--- src/rtl/tt_um_csit_luks.sv ---
// Exposure-meter front end: quadrature encoder and debounced button select ISO/shutter/aperture
// indices, and EXP_METER reads one calibration byte from SPI flash. Define LUKS_SPI_WAKE_EN to send a 0xAB wake frame first.
module tt_um_csit_luks #(
    parameter int unsigned DEB_CYC = 8,
    parameter int unsigned MED_CYC = 256,
    parameter int unsigned ISO_MAX = 7,
    parameter int unsigned SS_MAX  = 15,
    parameter int unsigned F_MAX   = 11,
    parameter int unsigned F_RST   = 4
) (
    input  logic       clk,
    input  logic       rst_n,
    input  logic       ena,
    input  logic [7:0] ui_in,
    output logic [7:0] uo_out,
    input  logic [7:0] uio_in,
    output logic [7:0] uio_out,
    output logic [7:0] uio_oe
);

    typedef enum logic [1:0] {ISO_SEL, SS_SEL, F_SEL, EXP_METER} mode_e;
    typedef enum logic [1:0] {SPI_IDLE, SPI_XFER, SPI_GAP} spi_e;

    localparam int DBW = $clog2(DEB_CYC + 1);
    localparam int PCW = $clog2(MED_CYC + 1);

    logic [2:0]     sync1_q, sync1_d, sync2_q, sync2_d;
    logic [1:0]     ab_prev_q, ab_prev_d;
    logic [DBW-1:0] deb_cnt_q, deb_cnt_d;
    logic           btn_q, btn_d;
    logic [PCW-1:0] press_cnt_q, press_cnt_d;
    mode_e          mode_q, mode_d;
    logic [2:0]     iso_q, iso_d;
    logic [3:0]     ss_q, ss_d;
    logic [3:0]     f_q, f_d;
    spi_e           spi_q, spi_d;
    logic [39:0]    tx_q, tx_d;
    logic [5:0]     bit_q, bit_d;
    logic [5:0]     last_q, last_d;
    logic           rd_frame_q, rd_frame_d;
    logic           rd_pend_q, rd_pend_d;
    logic           gap_q, gap_d;
    logic           sck_q, sck_d;
    logic           csb_q, csb_d;
    logic           mosi_q, mosi_d;
    logic [7:0]     rx_q, rx_d;
    logic [7:0]     result_q, result_d;
    logic [7:0]     uo_q, uo_d;
    logic           wake_pend_q, wake_pend_d;

    logic [1:0]  ab_s;
    logic        btn_raw_s, step_up_s, step_dn_s, rel_s, short_s, med_s;
    logic        busy_s, start_s, start_frame_s, use_wake_s;
    logic [39:0] load_s;
    logic [7:0]  rx_next_s;
    logic        unused_s;

    assign unused_s = &{1'b0, ena, uio_in, ui_in[7:4]};

    // Input synchronizers, encoder edge detection and button debouncing/classification
    always_comb begin
        sync1_d   = ui_in[2:0];
        sync2_d   = sync1_q;
        ab_s      = {sync2_q[0], sync2_q[1]};
        btn_raw_s = ~sync2_q[2];
        ab_prev_d = ab_s;
        step_up_s = (ab_s == 2'b00) && (ab_prev_q == 2'b01);
        step_dn_s = (ab_s == 2'b00) && (ab_prev_q == 2'b10);

        btn_d     = btn_q;
        deb_cnt_d = {DBW{1'b0}};
        if (btn_raw_s != btn_q) begin
            if (deb_cnt_q == DBW'(DEB_CYC - 1)) begin
                btn_d = btn_raw_s;
            end else begin
                deb_cnt_d = deb_cnt_q + DBW'(1);
            end
        end else begin
            deb_cnt_d = {DBW{1'b0}};
        end

        if (!btn_q && btn_d) begin
            press_cnt_d = {PCW{1'b0}};
        end else if (btn_q && (press_cnt_q != PCW'(MED_CYC))) begin
            press_cnt_d = press_cnt_q + PCW'(1);
        end else begin
            press_cnt_d = press_cnt_q;
        end

        rel_s   = btn_q && !btn_d;
        short_s = rel_s && (press_cnt_q < PCW'(MED_CYC));
        med_s   = rel_s && (press_cnt_q >= PCW'(MED_CYC));
    end

    assign busy_s = (spi_q != SPI_IDLE);

    // Mode FSM and saturating index adjustment; presses are dropped while flash is busy
    always_comb begin
        mode_d  = mode_q;
        iso_d   = iso_q;
        ss_d    = ss_q;
        f_d     = f_q;
        start_s = 1'b0;
        if (!busy_s && med_s && (mode_q != EXP_METER)) begin
            mode_d  = EXP_METER;
            start_s = 1'b1;
        end else if (!busy_s && med_s) begin
            mode_d = ISO_SEL;
        end else if (!busy_s && short_s) begin
            case (mode_q)
                ISO_SEL:   mode_d = SS_SEL;
                SS_SEL:    mode_d = F_SEL;
                F_SEL:     mode_d = ISO_SEL;
                EXP_METER: start_s = 1'b1;
                default:   mode_d = ISO_SEL;
            endcase
        end else begin
            mode_d = mode_q;
        end

        case (mode_q)
            ISO_SEL: begin
                if (step_up_s && (iso_q != 3'(ISO_MAX))) begin
                    iso_d = iso_q + 3'd1;
                end else if (step_dn_s && (iso_q != 3'd0)) begin
                    iso_d = iso_q - 3'd1;
                end else begin
                    iso_d = iso_q;
                end
            end
            SS_SEL: begin
                if (step_up_s && (ss_q != 4'(SS_MAX))) begin
                    ss_d = ss_q + 4'd1;
                end else if (step_dn_s && (ss_q != 4'd0)) begin
                    ss_d = ss_q - 4'd1;
                end else begin
                    ss_d = ss_q;
                end
            end
            F_SEL: begin
                if (step_up_s && (f_q != 4'(F_MAX))) begin
                    f_d = f_q + 4'd1;
                end else if (step_dn_s && (f_q != 4'd0)) begin
                    f_d = f_q - 4'd1;
                end else begin
                    f_d = f_q;
                end
            end
            default: begin
                iso_d = iso_q;
            end
        endcase
    end

`ifdef LUKS_SPI_WAKE_EN
    assign use_wake_s = wake_pend_q;
`else
    assign use_wake_s = 1'b0;
`endif

    assign load_s        = use_wake_s ? {8'hAB, 32'h0000_0000}
                                      : {8'h03, 12'h000, 1'b0, iso_q, ss_q, f_q, 8'h00};
    assign start_frame_s = ((spi_q == SPI_IDLE) && start_s) ||
                           ((spi_q == SPI_GAP) && gap_q && rd_pend_q);
    // MISO is sampled at the end of the SCK high phase, a full clk after the slave's rising edge
    assign rx_next_s     = {rx_q[6:0], ui_in[3]};

    // SPI mode-0 sequencer: one bit per two clk, CSB held high for two clk between frames
    always_comb begin
        spi_d       = spi_q;
        tx_d        = tx_q;
        bit_d       = bit_q;
        last_d      = last_q;
        rd_frame_d  = rd_frame_q;
        rd_pend_d   = rd_pend_q;
        gap_d       = gap_q;
        sck_d       = sck_q;
        csb_d       = csb_q;
        mosi_d      = mosi_q;
        rx_d        = rx_q;
        result_d    = result_q;
        wake_pend_d = wake_pend_q;
        case (spi_q)
            SPI_IDLE: begin
                spi_d = SPI_IDLE;
            end
            SPI_XFER: begin
                if (!sck_q) begin
                    sck_d = 1'b1;
                end else begin
                    sck_d = 1'b0;
                    rx_d  = rx_next_s;
                    if (bit_q == last_q) begin
                        csb_d  = 1'b1;
                        mosi_d = 1'b0;
                        spi_d  = SPI_GAP;
                        gap_d  = 1'b0;
                        if (rd_frame_q) begin
                            result_d = rx_next_s;
                        end else begin
                            result_d = result_q;
                        end
                    end else begin
                        bit_d  = bit_q + 6'd1;
                        tx_d   = {tx_q[38:0], 1'b0};
                        mosi_d = tx_q[38];
                    end
                end
            end
            SPI_GAP: begin
                if (!gap_q) begin
                    gap_d = 1'b1;
                end else if (!rd_pend_q) begin
                    spi_d = SPI_IDLE;
                end else begin
                    spi_d = SPI_GAP;
                end
            end
            default: begin
                spi_d = SPI_IDLE;
                csb_d = 1'b1;
                sck_d = 1'b0;
            end
        endcase

        if (start_frame_s) begin
            spi_d       = SPI_XFER;
            tx_d        = load_s;
            mosi_d      = load_s[39];
            csb_d       = 1'b0;
            sck_d       = 1'b0;
            bit_d       = 6'd0;
            last_d      = use_wake_s ? 6'd7 : 6'd39;
            rd_frame_d  = !use_wake_s;
            rd_pend_d   = use_wake_s;
            wake_pend_d = 1'b0;
        end else begin
            wake_pend_d = wake_pend_d;
        end
    end

    // Display byte is computed from next-state values so the registered output tracks state
    always_comb begin
        uo_d = 8'h00;
        case (mode_d)
            ISO_SEL:   uo_d = {4'h1, 1'b0, iso_d};
            SS_SEL:    uo_d = {4'h2, ss_d};
            F_SEL:     uo_d = {4'h3, f_d};
            EXP_METER: uo_d = result_d;
            default:   uo_d = 8'h00;
        endcase
    end

    // State registers; the reset pin is active-high despite its name
    always_ff @(posedge clk or posedge rst_n) begin
        if (rst_n) begin
            sync1_q     <= 3'b100;
            sync2_q     <= 3'b100;
            ab_prev_q   <= 2'b00;
            deb_cnt_q   <= {DBW{1'b0}};
            btn_q       <= 1'b0;
            press_cnt_q <= {PCW{1'b0}};
            mode_q      <= ISO_SEL;
            iso_q       <= 3'd0;
            ss_q        <= 4'd0;
            f_q         <= 4'(F_RST);
            spi_q       <= SPI_IDLE;
            tx_q        <= 40'h00_0000_0000;
            bit_q       <= 6'd0;
            last_q      <= 6'd0;
            rd_frame_q  <= 1'b0;
            rd_pend_q   <= 1'b0;
            gap_q       <= 1'b0;
            sck_q       <= 1'b0;
            csb_q       <= 1'b1;
            mosi_q      <= 1'b0;
            rx_q        <= 8'h00;
            result_q    <= 8'h00;
            uo_q        <= 8'h10;
            wake_pend_q <= 1'b1;
        end else begin
            sync1_q     <= sync1_d;
            sync2_q     <= sync2_d;
            ab_prev_q   <= ab_prev_d;
            deb_cnt_q   <= deb_cnt_d;
            btn_q       <= btn_d;
            press_cnt_q <= press_cnt_d;
            mode_q      <= mode_d;
            iso_q       <= iso_d;
            ss_q        <= ss_d;
            f_q         <= f_d;
            spi_q       <= spi_d;
            tx_q        <= tx_d;
            bit_q       <= bit_d;
            last_q      <= last_d;
            rd_frame_q  <= rd_frame_d;
            rd_pend_q   <= rd_pend_d;
            gap_q       <= gap_d;
            sck_q       <= sck_d;
            csb_q       <= csb_d;
            mosi_q      <= mosi_d;
            rx_q        <= rx_d;
            result_q    <= result_d;
            uo_q        <= uo_d;
            wake_pend_q <= wake_pend_d;
        end
    end

    assign uo_out  = uo_q;
    assign uio_out = {mosi_q, 1'b0, csb_q, sck_q, 4'b0000};
    assign uio_oe  = 8'b1011_0000;

endmodule

--- config.mk ---
export PLATFORM = sky130hd
export DESIGN_NAME = tt_um_csit_luks
export DESIGN_NICKNAME = d
export VERILOG_FILES = /design/src/rtl/tt_um_csit_luks.sv
export SDC_FILE = /design/constraint.sdc
export NUM_CORES = 1
export LEC_CHECK = 0
export CAP_MARGIN = 30
export CORE_ASPECT_RATIO = 1.1
export CORE_MARGIN = 10
export CORE_UTILIZATION = 25
export CTS_CLUSTER_DIAMETER = 200
export CTS_CLUSTER_SIZE = 40
export DETAILED_ROUTE_END_ITERATION = 10
export SYNTH_ARGS = -nofsm -noshare
export SYNTH_HDL_FRONTEND = slang
export SYNTH_SLANG_ARGS = --single-unit
export TNS_END_PERCENT = 1
--- constraint.sdc ---
create_clock -name clk -period 6.9 [get_ports clk]
set_input_delay 1.38 -clock clk [delete_from_list [all_inputs] [get_ports clk]]
set_output_delay 1.38 -clock clk [all_outputs]
set_load 0.05 [all_outputs]
==> impl_metrics.yaml <==
run_status:
  outcome: "complete, no violations"
logic_synthesis:
  synth_area_leader_cell: "dfrtp_1"
  synth-seq-cells: 102
  post-synth-top-area-fraction_pct: 49.81
  synth.mux.area_fraction_pct: 2.747
  synthArstFlopShare_pct: 100.0
  synth_area_um2: 4873
  syn_inst: 491
  synth_edf_count: 0
  yosys.cell_types.count: 60
  synth_top_family_by_area: "simple AND/OR/NAND/NOR gates"
  yosysSeqAreaShare_pct: 52.50
  yosys.area_share.simple_pct: 20.44
  synth.avg_cell_area_um2: 9.926
  synth-main-ff-cell: "dfrtp_1"
  synth_area_leaders: "dfrtp_1 (50%), nand2_1 (6.5%), ha_1 (4.1%), nand3_1 (3.2%), dfstp_2 (2.7%)"
  synth_fa_ha_area_share_pct: 4.108
  synth_common_cells: "dfrtp_1 (97), nand2_1 (84), nand3_1 (31)"
  yosysMostFrequentCell: "dfrtp_1"
  synth_compound_area_share_pct: 10.83
  yosys_warnings: 0
  synth_xor_area_share_pct: 3.055
cts:
  numCtsBuffers: 9
  clkLatencyLatePin_ps: 350
  htree_levels: 3
  tritoncts: "built"
  path_clk_slew_ps: 70
  cts_setup_buffers: 0
  clockBufferDepth: 2
  clkSinkCount: 102
  cts-resized-gates: 0
  postCtsHoldBufs: 0
  cts_root_buf: "clkbuf_16"
critical_path:
  crit_chain: "clkdlybuf4s50_1"
  crit_arrival_ps: 1710
  reg2reg_depth: 5
  rr_endpoint: "uo_out[2]"
  cp-end-kind: "primary output"
  critPathTopFamily: "buffers and inverters"
  crit_fanout: 2
  r2r_start: "spi_q[1]"
  crit_buf_inv: 1
  crit_required_ps: 5520
  slowest_delay_ps: 830
  critPathKind: "register to primary output"
  r2r_slack_ps: 4150
  cp-start-kind: "register"
  critical-path-slowest-cell: "clkdlybuf4s50_1"
final_layout:
  syn2layout_area_growth_pct: 12.97
  fin_cells: 748
  n_antenna_cell: 0
  multiInputGateArea_um2: 2059
  drive_above_1_share_pct: 7.784
  fillers: 1991
  regArea_um2: 2559
  fin_nets: 531
  postLayoutCellArea_um2: 5505
timing:
  hold_viol_final: 0
  skew_ps: 8.451
  tightestPinTransition_ps: 990.6
  relSlewSlack_pct: 33.45
  setup_viol: 0
  setup_slack_ps: 3809
  fin_crit_sh_pct: 44.79
  setup-tns-final_ps: 0
  slew_violations: 0
  rsz0062_at_grt: "no"
  fin_crit_ps: 3091
  fmax_ghz: 0.3235
detailed_routing:
  routed_wl_um: 9736
  drc: 0
  ant_nets: 0
  vias_per_cell: 4.533
  wire_per_inst_um: 13.02
  vias: 3391
  drt-initial-drc-count: 253
  drtPass1Iterations: 4
floorplanning:
  die_w_um: 153.1
  initial_core_util_pct: 25.43
  coreArea_um2: 19160
  die_h_um: 166.4
  io_pins: 43
  std_cell_rows: 53
  die-area_um2: 25480
global_routing:
  grt_start_max_net_pins: 63
  grt_pass1_wl_um: 17130
  gr-total-overflow: 0
  grt_pass1_vias: 3423
  antenna_found_initial: 0
  grt_usage_pct: 7.997
worst_hold_path:
  hold_path_class: "register to register"
  min_path_cells: 0
  worstHoldStart: "sync1_q[0]"
  worst_hold_path.endpoint: "sync2_q[0]"
placed_design:
  place_ws_ps: 3850
  dp.cells: 732
  placed_area_um2: 5214
  dp.final_hpwl_um: 6536
  io_buffers: 16
  globalplace.congestion: 0.8141
power:
  power_uw: 1374
  total_leakage_power_uw: 0.002595
  ir_drop_uv: 113.0
  power_density_nw_per_um2: 249.6
flow_run:
  drv_cap: 0
==> power by group <==
group	internal [uW]	switching [uW]	leakage [uW]
clock	285	214	0.000143
combinational	75.0	131	0.00108
sequential	636	33.1	0.00137
==> through the flow <==
step / hold slack, ps / util, %
finish: 351.9 / 28.73
floorplan: 331.2 / -
CTS: 355.4 / 28.73
detailed placement: 335.7 / 27.21
global route: 356.3 / 28.73
global placement: 335.8 / 27.13
==> per-layer routing <==
layer	vias up	GRT usage [%]	wire length [um]	part of all wire, %
met3	16	1.571	230	2.4
met2	48	12.35	4559	47
met5	-	0	0	0
met4	0	4.108	214	2.2
li1	1678	-	-	-
met1	1649	10.35	4732	49
==> cell type report <==
type / instances / area share [%]
clock buffers: 16 / 5.295
inverters: 23 / 1.614
multi-input cells: 340 / 37.41
flip-flops and latches: 102 / 46.48
well taps: 247 / 5.614
repair buffers: 20 / 3.591
==> placed cells by master (no fill, tap or decap), drive strengths merged, types with 5 or more instances in the layout <==
master	count
nor3	13
and3	7
inv	22
xor2	8
o22ai	11
nand2	84
o21ai	16
nor3b	5
ha	16
mux2	8
dfrtp	97
clkdlybuf4s50	16
conb	13
a21oi	11
dfstp	5
nor2	30
xnor2	9
clkbuf	16
nand3	31
==> how the worst max path moves through the flow <==
stage | startpoint | to | slack [ps] | cells after the start
floorplan | rst_n | ab_prev_q[0] | 2850 | 1
global placement | rst_n | sync1_q[1] | 3830 | 3
detailed placement | rst_n | sync1_q[1] | 3850 | 3
CTS | csb_q | uio_out[5] | 3780 | 1
global route | csb_q | uio_out[5] | 3760 | 1
finish | csb_q | uio_out[5] | 3810 | 1
==> state kept, by name, indices dropped and copies added, names as in the netlist <==
register / cells
f_q: 4
rx_q: 7
tx_q: 31
deb_cnt_q: 4
mosi_q: 1
uo_out: 8
sync1_q: 3
sync2_q: 3
csb_q: 1
bit_q: 6
btn_q: 1
sck_q: 1
press_cnt_q: 9
mode_q: 2
ss_q: 4
ab_prev_q: 2
iso_q: 3
gap_q: 1
last_q: 1
spi_q: 2
result_q: 8
==> cell families after synthesis <==
logic type	Yosys count
flip-flops	102
other	2
XOR/XNOR	17
AND/OR/NAND/NOR	205
buffers and inverters	60
adder cells (fa/ha/maj)	16
AO/OA/AOI/OAI	77
multiplexers	12
Power figures use the tool's default switching activity.
